$ cat src/rtl/i2c_bus_monitor.sv
// Passive I2C observer: detects START/STOP, assembles bytes MSB first, reports the 9th (ACK) bit
// and forces the bus idle when SCL stalls for TIMEOUT_CYCLES while a transfer is in progress.
module i2c_bus_monitor #(
    parameter int unsigned TIMEOUT_CYCLES = 1024
) (
    input  logic       fastClock,
    input  logic       resetN,
    input  logic       sclIn,
    input  logic       sdaIn,
    output logic       startPulse,
    output logic       stopPulse,
    output logic       busBusy,
    output logic       byteValid,
    output logic [7:0] byteData,
    output logic       isAddress,
    output logic       ackValid,
    output logic       ackBit,
    output logic       timeoutPulse
);

    typedef enum logic [1:0] {
        IDLE,
        DATA,
        ACK
    } state_t;

    localparam logic [15:0] TIMEOUT_LAST = 16'(TIMEOUT_CYCLES - 1);

    state_t      state, state_next;
    logic        sclPrev, sdaPrev;
    logic [2:0]  bit_cnt, bit_cnt_next;
    logic [6:0]  shift, shift_next;
    logic [15:0] idle_cnt, idle_cnt_next;
    logic        first_byte, first_byte_next;

    logic        start_next, stop_next, busy_next, valid_next;
    logic [7:0]  data_next;
    logic        addr_next, ack_valid_next, ack_bit_next, timeout_next;

    logic        start_det, stop_det, scl_rise, scl_edge;

    // SCL must be stable high across the cycle for SDA movement to count as START/STOP
    assign start_det = sclPrev & sclIn & sdaPrev & ~sdaIn;
    assign stop_det  = sclPrev & sclIn & ~sdaPrev & sdaIn;
    assign scl_rise  = ~sclPrev & sclIn;
    assign scl_edge  = sclPrev ^ sclIn;

    always_ff @(posedge fastClock) begin
        if (!resetN) begin
            state        <= IDLE;
            sclPrev      <= 1'b1;
            sdaPrev      <= 1'b1;
            bit_cnt      <= 3'd0;
            shift        <= 7'd0;
            idle_cnt     <= 16'd0;
            first_byte   <= 1'b0;
            startPulse   <= 1'b0;
            stopPulse    <= 1'b0;
            busBusy      <= 1'b0;
            byteValid    <= 1'b0;
            byteData     <= 8'h00;
            isAddress    <= 1'b0;
            ackValid     <= 1'b0;
            ackBit       <= 1'b1;
            timeoutPulse <= 1'b0;
        end else begin
            state        <= state_next;
            sclPrev      <= sclIn;
            sdaPrev      <= sdaIn;
            bit_cnt      <= bit_cnt_next;
            shift        <= shift_next;
            idle_cnt     <= idle_cnt_next;
            first_byte   <= first_byte_next;
            startPulse   <= start_next;
            stopPulse    <= stop_next;
            busBusy      <= busy_next;
            byteValid    <= valid_next;
            byteData     <= data_next;
            isAddress    <= addr_next;
            ackValid     <= ack_valid_next;
            ackBit       <= ack_bit_next;
            timeoutPulse <= timeout_next;
        end
    end

    always_comb begin
        state_next      = state;
        bit_cnt_next    = bit_cnt;
        shift_next      = shift;
        idle_cnt_next   = idle_cnt;
        first_byte_next = first_byte;
        start_next      = 1'b0;
        stop_next       = 1'b0;
        valid_next      = 1'b0;
        data_next       = byteData;
        addr_next       = isAddress;
        ack_valid_next  = 1'b0;
        ack_bit_next    = ackBit;
        timeout_next    = 1'b0;

        if (busBusy) begin
            if (scl_edge) begin
                idle_cnt_next = 16'd0;
            end else if (idle_cnt != TIMEOUT_LAST) begin
                idle_cnt_next = idle_cnt + 16'd1;
            end
        end else begin
            idle_cnt_next = 16'd0;
        end

        // STOP wins over a simultaneous timeout so the bus closes with a single reason
        if (stop_det) begin
            stop_next     = 1'b1;
            state_next    = IDLE;
            bit_cnt_next  = 3'd0;
            idle_cnt_next = 16'd0;
        end else if (start_det) begin
            start_next      = 1'b1;
            state_next      = DATA;
            bit_cnt_next    = 3'd0;
            first_byte_next = 1'b1;
            idle_cnt_next   = 16'd0;
        end else if (busBusy && !scl_edge && idle_cnt == TIMEOUT_LAST) begin
            timeout_next  = 1'b1;
            state_next    = IDLE;
            bit_cnt_next  = 3'd0;
            idle_cnt_next = 16'd0;
        end else if (scl_rise) begin
            case (state)
                DATA: begin
                    shift_next = {shift[5:0], sdaIn};
                    if (bit_cnt == 3'd7) begin
                        valid_next      = 1'b1;
                        data_next       = {shift, sdaIn};
                        addr_next       = first_byte;
                        first_byte_next = 1'b0;
                        state_next      = ACK;
                        bit_cnt_next    = 3'd0;
                    end else begin
                        bit_cnt_next = bit_cnt + 3'd1;
                    end
                end
                ACK: begin
                    ack_valid_next = 1'b1;
                    ack_bit_next   = sdaIn;
                    state_next     = DATA;
                end
                default: begin
                end
            endcase
        end

        busy_next = (state_next != IDLE);
    end

endmodule
$ cat config.mk
export PLATFORM = sky130hd
export DESIGN_NAME = i2c_bus_monitor
export DESIGN_NICKNAME = d
export VERILOG_FILES = /design/src/rtl/i2c_bus_monitor.sv
export SDC_FILE = /design/constraint.sdc
export NUM_CORES = 1
export LEC_CHECK = 0
export BUFFER_PORTS_ARGS = -buffer_cell sky130_fd_sc_hd__buf_2
export CAP_MARGIN = 20
export CORE_UTILIZATION = 30
export CTS_CLUSTER_DIAMETER = 100
export CTS_CLUSTER_SIZE = 24
export DETAILED_ROUTE_END_ITERATION = 8
export SYNTH_ARGS = -nofsm -noshare
export SYNTH_HDL_FRONTEND = slang
export SYNTH_SLANG_ARGS = --single-unit
$ cat constraint.sdc
create_clock -name fastClock -period 2.1 [get_ports fastClock]
set_input_delay 0 -clock fastClock [delete_from_list [all_inputs] [get_ports fastClock]]
set_output_delay 0 -clock fastClock [all_outputs]
set_load 0.1 [all_outputs]
# Word-level counts from Yosys, hierarchy flattened
# Cells that the tools add are included.
dict set report totals {
  out_inout_bits 16
  input_bits 4
  reg_bits 47
  elab_cells 76
}
dict set report op_classes {
  bitwise 17
  reduce_logical 18
  mux 17
  add_sub_neg 2
  eq_ne 6
}
# cell count
set ops {}
lappend ops {{$add 16x1->16 const B} 1}
lappend ops {{$eq 16x10->1 const B} 1}
lappend ops {{$ne 16x10->1 const B} 1}
lappend ops {{$reduce_and 5->1} 3}
lappend ops {{$reduce_or 6->1} 2}
lappend ops {{$mux 1} 10}
lappend ops {{$mux 2} 5}
lappend ops {{$not 1->1} 10}
lappend ops {{$reduce_bool 2->1} 4}
lappend ops {{$and 1x1->1} 6}
lappend ops {{$reduce_and 6->1} 1}
lappend ops {{$reduce_or 5->1} 1}
lappend ops {{$pmux 2 s2} 1}
lappend ops {{$reduce_or 4->1} 1}
lappend ops {{$add 3x1->3 const B} 1}
lappend ops {{$eq 3x3->1 const B} 1}
lappend ops {{$mux 3} 1}
lappend ops {{$reduce_or 3->1} 1}
lappend ops {{$eq 2x1->1 const B} 1}
lappend ops {{$eq 2x2->1 const B} 1}
lappend ops {{$logic_and 1x1->1} 2}
lappend ops {{$ne 2x2->1 const B} 1}
lappend ops {{$reduce_and 2->1} 1}
lappend ops {{$reduce_or 2->1} 1}
lappend ops {{other kinds (2)} 2}

# Longest topological paths before layout
dict set report depth {
  word_depth 8
  mapped_depth 7
  mapped_depth_nobuf 7
}

# Worst setup path before layout
# OpenSTA, ideal clock, no wires.
dict set report synth_path {
  path_kind {flip-flop to flip-flop}
  start {reg busBusy}
  end {reg idle_cnt[11]}
  path_slack_ps 236
  t_arrival_ps 1800
  path_buffers 1
  synth_period_minus_slack_ps 1864
  required_time_ps 2036
  path_stages_with_launch 5
  setup_ps 64
  path_cell_list {dfxtp_1 -> nand4_1 -> a21o_1 -> buf_2 -> nor2_1}
}
dict set report synth_between {
  elab_chain_cells 3
  elab_cells_between_ends 4
  classes_between {bitwise (1); reduce/logical (3)}
}
# item line_no
set synth_rtl {}
lappend synth_rtl {{from (decl)} 12} ;# output logic busBusy,
lappend synth_rtl {{from (signal assigned)} 76} ;# busBusy <= busy_next;
lappend synth_rtl {{$logic_and 1x1->1 (2 in series)} 123} ;# end else if (busBusy && !scl_edge && idle_cnt == TIMEOUT_LAST) begin
lappend synth_rtl {{$reduce_or 6->1 (no line) (*)} -}
lappend synth_rtl {{to (signal assigned)} 72} ;# idle_cnt <= idle_cnt_next;
lappend synth_rtl {{to (decl)} 33} ;# logic [15:0] idle_cnt, idle_cnt_next;
# Every way passes the cells marked *; elsewhere a longest branch is shown, timed or not.
# A chain may end at the register's enable or synchronous reset.

# Final worst setup path
dict set report layout_path {
  start {reg idle_cnt[12]}
  end {reg shift[6]}
}
dict set report layout_between {
  elab_chain_cells 4
}
# item line_no
set layout_rtl {}
lappend layout_rtl {{$eq 16x10->1} 123}
lappend layout_rtl {{$logic_and 1x1->1} 123}
lappend layout_rtl {{$not 1->1 (no line)} -}
lappend layout_rtl {{$reduce_and 5->1 (no line)} -}
lappend layout_rtl {{to (signal assigned)} 71} ;# shift <= shift_next;
lappend layout_rtl {{to (decl)} 32} ;# logic [6:0] shift, shift_next;
# Every way passes these cells.

==> run metrics <==
status finished clean; antenna-violating nets left 0; H-tree Lvls 2; count of input and output buffers 19; largest cells by area after synthesis dfxtp_1 48%, mux2i_1 8.1%, nand2_1 5.1%; routability cong. 0.706; clock skew 9.65 ps; total iterations of the first detailed-routing run 4; peak supply drop 341 uV; DRC Markers 0; cell row count 29; WHS Endpoint sdaPrev; maximum root-to-sink buffer count 2; Req. time, crit path 2330 ps; Max Cap Viol 0; Post-Layout Cell Count 302; core area between 6000 and 7000 sq um; # diodes 0; vias in the first global route approximately 1400; post-CTS sizing 0; pin count of the biggest net entering global routing 28; CP max FO 7; initial antenna violation count 0; end of the worst register-to-register path shift[6]; number of flops mapped to enable cells by yosys 0; Post-Synthesis Cell Area 1970 sq um; R2R setup slack 210 ps; P&R area growth vs syn 13.4%; count leader, synth dfxtp_1; Async S/R FF share, synth 0%; Period minus WS final roughly 1900 ps; worst skew pair latency around 300 ps; R2R Path Start idle_cnt[12]; final wirelength 3.27 mm; clk slew on worst S/H paths approximately 90 ps; RSZ-0062 raised after global routing false; setup TNS 0 ps; R2R depth 5; first-pass GRT wire length around 6 mm; Synth area leader dfxtp_1; vias 1378; post-layout util 35.1%; vias per cell 4.56; Fillers 646; die width 83.0 microns; Hold Vio Cnt, Final 0; total power 1.54 mW; critical path type reg -> reg; routed wire length per instance 10.8 microns; CTS sink cnt 47; count of nets after finishing 236; share of cells above drive strength 1 ~16%; CTS tree done; Ys Warns 0; Slew Viols, Final 0; # placed instances between 200 and 300; Initial Utilization a little under a third; Synth Register Bits 47; Root Buffer clkbuf_8; worst rel slew slack 66.7%; total grt overflow 0; crit share post-route 89.8%; die height 83.0 microns; slew at the pin with the worst max-slew slack 496 ps; Post-Syn Area per Cell roughly 9.8 sq um; class of the worst hold path in -> reg; top cell type's share of synthesized area 47.8%; total CTS buffers 5; Worst setup SP type register; Syn Nets 212; Mapped Cells 200; Hold Path Stages 2; # IOs 20; final setup fails 0; Initial DRC Count 46; sequential share of the synthesized area between 40% and 50%; die area 6890 sq um; Tot GR Track Use 10.5%; Post-DP HPWL 2.30 mm; top cells by instance count after synthesis 47 x dfxtp_1, 27 x nand2_1, 23 x nor2_1; FMAX about 0.53 GHz; power per cell area 691 nW/um^2; synth unique cells 36; Lkg Pwr 0.891 nW; Worst Setup End Kind register; top_reg_cell synth dfxtp_1; Worst EP arrival around 2100 ps; min-delay src resetN
==> worst max path at each step <==
stage	start	endpoint	slack [ps]	depth (start not counted)
floorplan	busBusy	idle_cnt[11]	240	4
global placement	idle_cnt[12]	shift[4]	280	5
detailed placement	idle_cnt[12]	shift[6]	230	5
CTS	sclIn	idle_cnt[10]	210	8
global route	idle_cnt[12]	shift[1]	60	5
finish	idle_cnt[12]	shift[6]	210	5
==> registers in the layout (all words and copies together), names as in the netlist <==
register      cells
idle_cnt         16
byteData          8
shift             7
bit_cnt           3
state             2
ackBit            1
ackValid          1
busBusy           1
byteValid         1
first_byte        1
isAddress         1
sclPrev           1
sdaPrev           1
startPulse        1
stopPulse         1
timeoutPulse      1
==> critical path, cell delays in order, from the launching register on <==
cell and delay, ps:
dfxtp_1 360, or4_4 550, nor4_4 220, nand4_4 180
nand4_2 280, mux2i_1 220
==> layer usage <==
layer	track usage (%)	part of all wire (%)	vias up	wire length (microns)
li1	-	-	732	-
met1	11.9	50	622	1640
met2	17.3	45	18	1460
met3	3.38	3.2	6	105
met4	6.43	1.8	0	59
met5	0	0	-	0
==> cell families (layout without fill, tap and decap cells) <==
group,Yosys count,in the layout,share of synthesized area [%]
AOI/OAI and AO/OA,16,16,5.09
xor gates and xnor gates,13,13,5.79
adders and majority gates,8,8,5.09
buffers and inverters,11,36,3.94
DFF,47,47,47.8
muxes,16,16,8.14
and+or+nand+nor,89,89,24.2
==> cell usage in the layout (no fill, tap or decap), drive strengths merged, types with 3 or more instances in the layout <==
| cell type | count |
|---|---|
| a21oi | 6 |
| and3 | 3 |
| buf | 20 |
| clkbuf | 6 |
| dfxtp | 47 |
| ha | 8 |
| inv | 6 |
| mux2i | 16 |
| nand2 | 27 |
| nand3 | 10 |
| nand4 | 7 |
| nor2 | 23 |
| nor2b | 4 |
| nor3 | 3 |
| o21ai | 3 |
| xnor2 | 4 |
| xor2 | 9 |
==> repair_timing <==
| item | in CTS | in global routing |
|---|---|---|
| hold buffers | 2 | 0 |
| buffers inserted | 0 | 0 |
| setup endpoints to repair | 0 | 0 |
| endpoints found under the hold margin | 3 | 0 |
==> cell type report <==
type | instances | area, sq um | area share (%)
Inverter | 6 | 22.5 | 1.01
Clock inverter | 2 | 16.3 | 0.729
Sequential cell | 47 | 941 | 42.2
Timing Repair Buffer | 22 | 123 | 5.50
Tap cell | 77 | 96.3 | 4.32
Multi-Input combinational cell | 142 | 950 | 42.6
Clock buffer | 6 | 82.6 | 3.70
==> power breakdown <==
part / internal, mW / switching, mW / total [mW]
Combinational: 0.0208 / 0.0488 / 0.0697
Sequential: 0.898 / 0.00523 / 0.903
Clock: 0.269 / 0.301 / 0.570
==> through the flow <==
| stage | setup WS [ps] | area [sq um] | hold WS, ps |
|---|---|---|---|
| 6_report | 213 | 2230 | 96.7 |
| 5_1_grt | 60.1 | 2230 | 106 |
| 4_1_cts | 208 | 2230 | 87.0 |
| 3_5_place_dp | 233 | 2110 | 257 |
| 3_3_place_gp | 280 | 2110 | 252 |
| 2_1_floorplan | 236 | 1970 | 101 |
(Power assumes the default switching activity.)
